File: src/rtl/point_tx_buffer.sv
// point_tx_buffer
//   Serialises a point list from a synchronous point RAM onto a UART line.
//   Frame: 8 x 0x00 sync, 4 bytes per point (flag, x/y bytes, MSB byte
//   first), then 4 x 0x01 terminator. Bytes are sent back-to-back, 8N1.
//
//   Optional feature macro: PT_TX_GAP_EN
//     Holds tx idle for GAP_BITS bit-times after the terminator before done.
//
// Ports
//   clk      in   system clock
//   reset_n  in   asynchronous active-low reset
//   start    in   begin a frame (sampled only when idle)
//   num_pts  in   points to send, latched on an accepted start
//   index    out  point RAM read address
//   point    in   RAM read data, valid one cycle after index changes
//   tx       out  UART serial output, idles high
//   busy     out  frame in progress
//   done     out  one-cycle pulse when the frame is complete
module point_tx_buffer #(
  parameter int CLKS_PER_BIT = 434,
  parameter int BUFFER_SIZE  = 2000,
  parameter int GAP_BITS     = 20
) (
  input  logic        clk,
  input  logic        reset_n,
  input  logic        start,
  input  logic [10:0] num_pts,
  output logic [10:0] index,
  input  logic [24:0] point,
  output logic        tx,
  output logic        busy,
  output logic        done
);

  localparam int              BAUD_W    = (CLKS_PER_BIT > 1) ? $clog2(CLKS_PER_BIT) : 1;
  localparam logic [BAUD_W-1:0] BAUD_LAST = BAUD_W'(CLKS_PER_BIT - 1);
  localparam logic [10:0]     N_MAX     = 11'(BUFFER_SIZE);
  localparam logic [7:0]      SYNC_BYTE = 8'h00;
  localparam logic [7:0]      TERM_BYTE = 8'h01;

`ifdef PT_TX_GAP_EN
  localparam int              GAP_CYCLES = GAP_BITS * CLKS_PER_BIT;
  localparam int              GAP_W      = (GAP_CYCLES > 1) ? $clog2(GAP_CYCLES) : 1;
  localparam logic [GAP_W-1:0] GAP_LAST  = GAP_W'(GAP_CYCLES - 1);
`endif

  typedef enum logic [2:0] {
    S_IDLE,
    S_SYNC,
    S_POINT,
    S_TERM,
`ifdef PT_TX_GAP_EN
    S_GAP,
`endif
    S_DONE
  } state_t;

  state_t state, state_nx;

  logic [BAUD_W-1:0] baud_cnt;
  logic [3:0]        bit_cnt;   // 0 = start bit, 1..8 = data, 9 = stop
  logic [2:0]        byte_idx;  // byte position inside the current section
  logic [10:0]       k;         // point currently being sent
  logic [10:0]       n_pts;
  logic [7:0]        byte_sr;   // current byte, LSB shifted out first
  logic [23:0]       pt_data;   // coordinate bytes of the point being sent
  logic              baud_end;
  logic              byte_end;
  logic              sending;
  logic              last_pt;
  logic [7:0]        point_first;

`ifdef PT_TX_GAP_EN
  logic [GAP_W-1:0]  gap_cnt;
`endif

  assign baud_end    = (baud_cnt == BAUD_LAST);
  assign byte_end    = baud_end && (bit_cnt == 4'd9);
  assign sending     = (state == S_SYNC) || (state == S_POINT) || (state == S_TERM);
  assign last_pt     = (k == n_pts - 11'd1);
  // A flagged point starts with 0x3F, never 0x01, so it cannot mimic the terminator.
  assign point_first = point[24] ? 8'h3F : 8'h00;

  // State register
  always_ff @(posedge clk or negedge reset_n) begin
    if (!reset_n) state <= S_IDLE;
    else          state <= state_nx;
  end

  // Next-state logic
  always_comb begin
    state_nx = state;
    case (state)
      S_IDLE:  if (start) state_nx = S_SYNC;
      S_SYNC:  if (byte_end && byte_idx == 3'd7)
                 state_nx = (n_pts != '0) ? S_POINT : S_TERM;
      S_POINT: if (byte_end && byte_idx == 3'd3 && last_pt) state_nx = S_TERM;
      S_TERM:  if (byte_end && byte_idx == 3'd3) begin
`ifdef PT_TX_GAP_EN
                 state_nx = S_GAP;
`else
                 state_nx = S_DONE;
`endif
               end
`ifdef PT_TX_GAP_EN
      S_GAP:   if (gap_cnt == GAP_LAST) state_nx = S_DONE;
`endif
      S_DONE:  state_nx = S_IDLE;
      default: state_nx = S_IDLE;
    endcase
  end

  // Outputs
  always_comb begin
    tx   = 1'b1;
    busy = 1'b0;
    done = 1'b0;
    case (state)
      S_SYNC, S_POINT, S_TERM: begin
        busy = 1'b1;
        if (bit_cnt == 4'd0)      tx = 1'b0;
        else if (bit_cnt == 4'd9) tx = 1'b1;
        else                      tx = byte_sr[0];
      end
`ifdef PT_TX_GAP_EN
      S_GAP:   busy = 1'b1;
`endif
      S_DONE:  done = 1'b1;
      default: ;
    endcase
  end

  // Byte engine and point prefetch. The next byte is loaded in the last cycle
  // of the current stop bit so the following start bit begins with no gap.
  // index moves to k+1 as byte 3 starts; the RAM word for point k+1 is then
  // long settled when it is captured at the end of byte 3.
  always_ff @(posedge clk or negedge reset_n) begin
    if (!reset_n) begin
      baud_cnt <= '0;
      bit_cnt  <= '0;
      byte_idx <= '0;
      k        <= '0;
      n_pts    <= '0;
      index    <= '0;
      byte_sr  <= '0;
      pt_data  <= '0;
    end else if (state == S_IDLE) begin
      if (start) begin
        n_pts    <= (num_pts > N_MAX) ? N_MAX : num_pts;
        index    <= '0;
        k        <= '0;
        byte_idx <= '0;
        bit_cnt  <= '0;
        baud_cnt <= '0;
        byte_sr  <= SYNC_BYTE;
      end
    end else if (sending) begin
      baud_cnt <= baud_end ? '0 : baud_cnt + 1'b1;
      if (baud_end) begin
        if (bit_cnt == 4'd9) begin
          bit_cnt  <= '0;
          byte_idx <= byte_idx + 3'd1;
          case (state)
            S_SYNC: begin
              if (byte_idx == 3'd7) begin
                byte_idx <= '0;
                if (n_pts != '0) begin
                  byte_sr <= point_first;
                  pt_data <= point[23:0];
                end else begin
                  byte_sr <= TERM_BYTE;
                end
              end else begin
                byte_sr <= SYNC_BYTE;
              end
            end
            S_POINT: begin
              case (byte_idx)
                3'd0: byte_sr <= pt_data[23:16];
                3'd1: byte_sr <= pt_data[15:8];
                3'd2: begin
                  byte_sr <= pt_data[7:0];
                  index   <= k + 11'd1;
                end
                default: begin
                  byte_idx <= '0;
                  if (last_pt) begin
                    byte_sr <= TERM_BYTE;
                  end else begin
                    k       <= k + 11'd1;
                    byte_sr <= point_first;
                    pt_data <= point[23:0];
                  end
                end
              endcase
            end
            default: begin
              byte_sr <= TERM_BYTE;
              if (byte_idx == 3'd3) byte_idx <= '0;
            end
          endcase
        end else begin
          bit_cnt <= bit_cnt + 4'd1;
          if (bit_cnt != 4'd0) byte_sr <= {1'b0, byte_sr[7:1]};
        end
      end
    end
  end

`ifdef PT_TX_GAP_EN
  always_ff @(posedge clk or negedge reset_n) begin
    if (!reset_n)            gap_cnt <= '0;
    else if (state == S_GAP) gap_cnt <= gap_cnt + 1'b1;
    else                     gap_cnt <= '0;
  end
`endif

endmodule
File: config.mk
export PLATFORM = sky130hd
export DESIGN_NAME = point_tx_buffer
export DESIGN_NICKNAME = d
export VERILOG_FILES = /design/src/rtl/point_tx_buffer.sv
export SDC_FILE = /design/constraint.sdc
export NUM_CORES = 1
export LEC_CHECK = 0
export ABC_AREA = 1
export CAP_MARGIN = 20
export CORE_MARGIN = 2
export CORE_UTILIZATION = 61
export DETAILED_ROUTE_END_ITERATION = 8
export GPL_ROUTABILITY_DRIVEN = 0
export GPL_TIMING_DRIVEN = 0
export PLACE_DENSITY = 0.93
export SLEW_MARGIN = 30
export SYNTH_ARGS = -nofsm -noshare
export SYNTH_HDL_FRONTEND = slang
export SYNTH_SLANG_ARGS = --single-unit
File: constraint.sdc
create_clock -name clk -period 3.85 [get_ports clk]
set_input_delay 0.5775 -clock clk [delete_from_list [all_inputs] [get_ports clk]]
set_output_delay 0.5775 -clock clk [all_outputs]
set_load 0.02 [all_outputs]
==> results.sh <==
export IMPL_status="finished clean"
export IMPL_post_cts_resized=0
export IMPL_max_freq_ghz=0.363
export IMPL_clk_latency_ns=0.36
export IMPL_peakVddDrop_mv=0.373
export IMPL_ioPinCount=53
export IMPL_slew_viol_final=0
export IMPL_cts_tree="built"
export IMPL_clock_path_buffers=2
export IMPL_io_buffers=52
export IMPL_ctsHoldBuffers=0
export IMPL_required_ns=3.27
export IMPL_drtAntennaViolNets=0
export IMPL_slew_headroom=0.680
export IMPL_ys_flop_type="dfrtp_1"
export IMPL_cp_data_arrival_time_ns=2.18
export IMPL_crit_cells=7
export IMPL_cts_root_buf="clkbuf_8"
export IMPL_fin_nets=746
export IMPL_finalClockSkew_ns=0.00782
export IMPL_area_growth_pct=18.0
export IMPL_critPathSlowestCell="clkdlybuf4s50_1"
export IMPL_cts_setup_buffers=0
export IMPL_crit_buf_inv=3
export IMPL_dieHeight_um=92.5
export IMPL_setup_viol=0
export IMPL_endpoint_kind="primary output"
export IMPL_layout_common_cells="220 x nand2_1, 84 x dfrtp_1, 58 x inv_1"
export IMPL_numCtsBuffers=9
export IMPL_placementRows=32
export IMPL_fin_util=0.738
export IMPL_r2r_end="pt_data[3]"
export IMPL_max_cap_violations=0
export IMPL_critical_path_top_delay_family="buffers and inverters"
export IMPL_dp_final_hpwl_mm=8.39
export IMPL_cpPeakStageDelay_ns=0.54
export IMPL_synth_edf_count=0
export IMPL_core_sq_um=7650
export IMPL_period_needed_ns=2.76
export IMPL_wire_per_inst_um=14.0
export IMPL_layout_drive_gt1_share=0.0819
export IMPL_grt_pass1_vias=4279
export IMPL_grt_usage=0.277
export IMPL_drt_total_wl_mm=11.2
export IMPL_grt_max_degree=70
export IMPL_r2r_start="n_pts[0]"
export IMPL_ys_types=46
export IMPL_synth_top_area_frac=0.440
export IMPL_synth_area_leaders="dfrtp_1 44%, nand2_1 17%, nand3_1 5.9%"
export IMPL_yosysSeqAreaShare=0.440
export IMPL_tightest_slew_ns=0.480
export IMPL_yosysTopAreaCell="dfrtp_1"
export IMPL_antenna_found_initial=0
export IMPL_path_clk_slew_ns=0.08
export IMPL_fin_crit_sh=0.716
export IMPL_rsz0062_at_grt="no"
export IMPL_syn_cell_area_sq_um=4780
export IMPL_htree_levels=3
export IMPL_design_area_sq_um=5640
export IMPL_cp_cell_sequence="inv_1 > ha_1 > nand3_1 > clkinv_1 > o21ai_0 > nand2_1 > clkdlybuf4s50_1"
export IMPL_num_antenna_cells=0
export IMPL_drc=0
export IMPL_die_w_um=92.5
export IMPL_worstSetupStartpoint="bit_cnt[1]"
export IMPL_power_leakage_nw=2.69
export IMPL_ff2ff_path_depth=16
export IMPL_hold_viol=0
export IMPL_drt_iter0_drc=257
export IMPL_path_max_fanout=9
export IMPL_worstSetupStartpointType="register"
export IMPL_synth_seq_cells=84
export IMPL_synthCells=628
export IMPL_async_flop_share=1.00
export IMPL_worstSetupPathType="register to primary output"
export IMPL_die_area_sq_um=8560
export IMPL_p_per_area_nw_per_um2=653
export IMPL_yosysWarnings=0
export IMPL_drt_pass1_iter_count=5
export IMPL_routed_via_density=5.61
export IMPL_synthesis_nets=682
export IMPL_syn_avg_cell_area_sq_um=7.61
export IMPL_vias=4477
export IMPL_r2r_setup_slack_ns=1.15
export IMPL_gr_total_overflow=0
export IMPL_place_area_sq_um=5460
export IMPL_start_util=0.625
export IMPL_cts_sinks=84
export IMPL_grt_first_pass_wirelength_mm=18.9
export IMPL_final_common_cell="nand2_1"
export IMPL_hold_class="primary input to asynchronous set/reset pin"
## Yosys cell counts (3+ instances only)
cell type	n
o21ai_1	11
nor3_1	14
nor2_1	41
o22ai_1	3
o21ai_2	7
nand2_1	220
buf_2	8
xnor2_1	3
a41oi_1	5
nor2_4	4
inv_1	58
a21oi_2	3
ha_1	15
inv_2	7
clkinv_1	4
o21ai_0	26
dfrtp_1	84
buf_6	3
a21oi_1	15
nor2_2	4
clkbuf_1	3
xor2_1	3
nand3_1	56
## how the worst max path moves through the flow
stage | end | slack [ns]
6_report | tx | 1.09
5_1_grt | tx | 0.92
4_1_cts | tx | 1.09
3_5_place_dp | pt_data[19] | 1.25
3_3_place_gp | pt_data[23] | -0.68
2_1_floorplan | pt_data[0] | 1.80
## metal layers
metal,share of wire,track usage,vias to the layer above,wire [um]
li1,-,-,2160,-
met2,0.50,0.477,194,5570
met3,0.062,0.0366,38,699
met4,0.031,0.121,0,351
met5,0,0,-,0
met1,0.41,0.351,2085,4580
## worst register-to-register path: cells and delay by family (launching register included)
family | cells | cell delay, ns
AOI/OAI and AO/OA | 1 | 0.35
adders and majority gates | 1 | 0.22
buffers and inverters | 2 | 0.36
DFF | 1 | 0.39
and+or+nand+nor | 12 | 1.27
## through the flow
step / hold slack [ns] / setup slack, ns / setup TNS (ns) / cells / total power [W]
finish: 0.0325 / 1.09 / 0 / 798 / 0.00368
global route: 0.0508 / 0.920 / 0 / 798 / 0.00395
global placement: 0.456 / -0.684 / -56.98 / 782 / 0.00294
detailed placement: 0.416 / 1.25 / 0 / 783 / 0.00304
CTS: 0.0423 / 1.09 / 0 / 798 / 0.00366
floorplan: 0.282 / 1.80 / 0 / 628 / 0.00253
## flip-flops by register name (all words and copies together), names as in the netlist
register / flops
k: 11
baud_cnt: 9
index: 11
byte_sr: 8
state: 3
n_pts: 11
pt_data: 24
bit_cnt: 4
byte_idx: 3
## where the power goes
| group | total [W] | switching [W] | internal, W |
|---|---|---|---|
| sequential | 0.00126 | 0.000180 | 0.00108 |
| clock | 0.000613 | 0.000298 | 0.000314 |
| combinational | 0.00181 | 0.00117 | 0.000640 |
## kinds of logic (layout without fill, tap and decap cells)
logic type,after synthesis,after routing,synth area share
AO/OA/AOI/OAI,86,86,0.115
XOR/XNOR,8,8,0.0204
adder cells (fa/ha/maj),15,15,0.0393
buffers and inverters,85,153,0.0749
flip-flops,84,84,0.440
AND/OR/NAND/NOR,350,350,0.311
## final cells by class
cell class | instances | area (sq um)
clock inverters | 2 | 35.0
fillers | 571 | 2010
flip-flops and latches | 84 | 2100
multi-input cells | 459 | 2320
well taps | 102 | 128
plain buffers | 15 | 92.6
repair buffers | 53 | 549
inverters | 70 | 265
clock buffers | 13 | 149
Note: power is estimated with default switching activity, not from simulation.
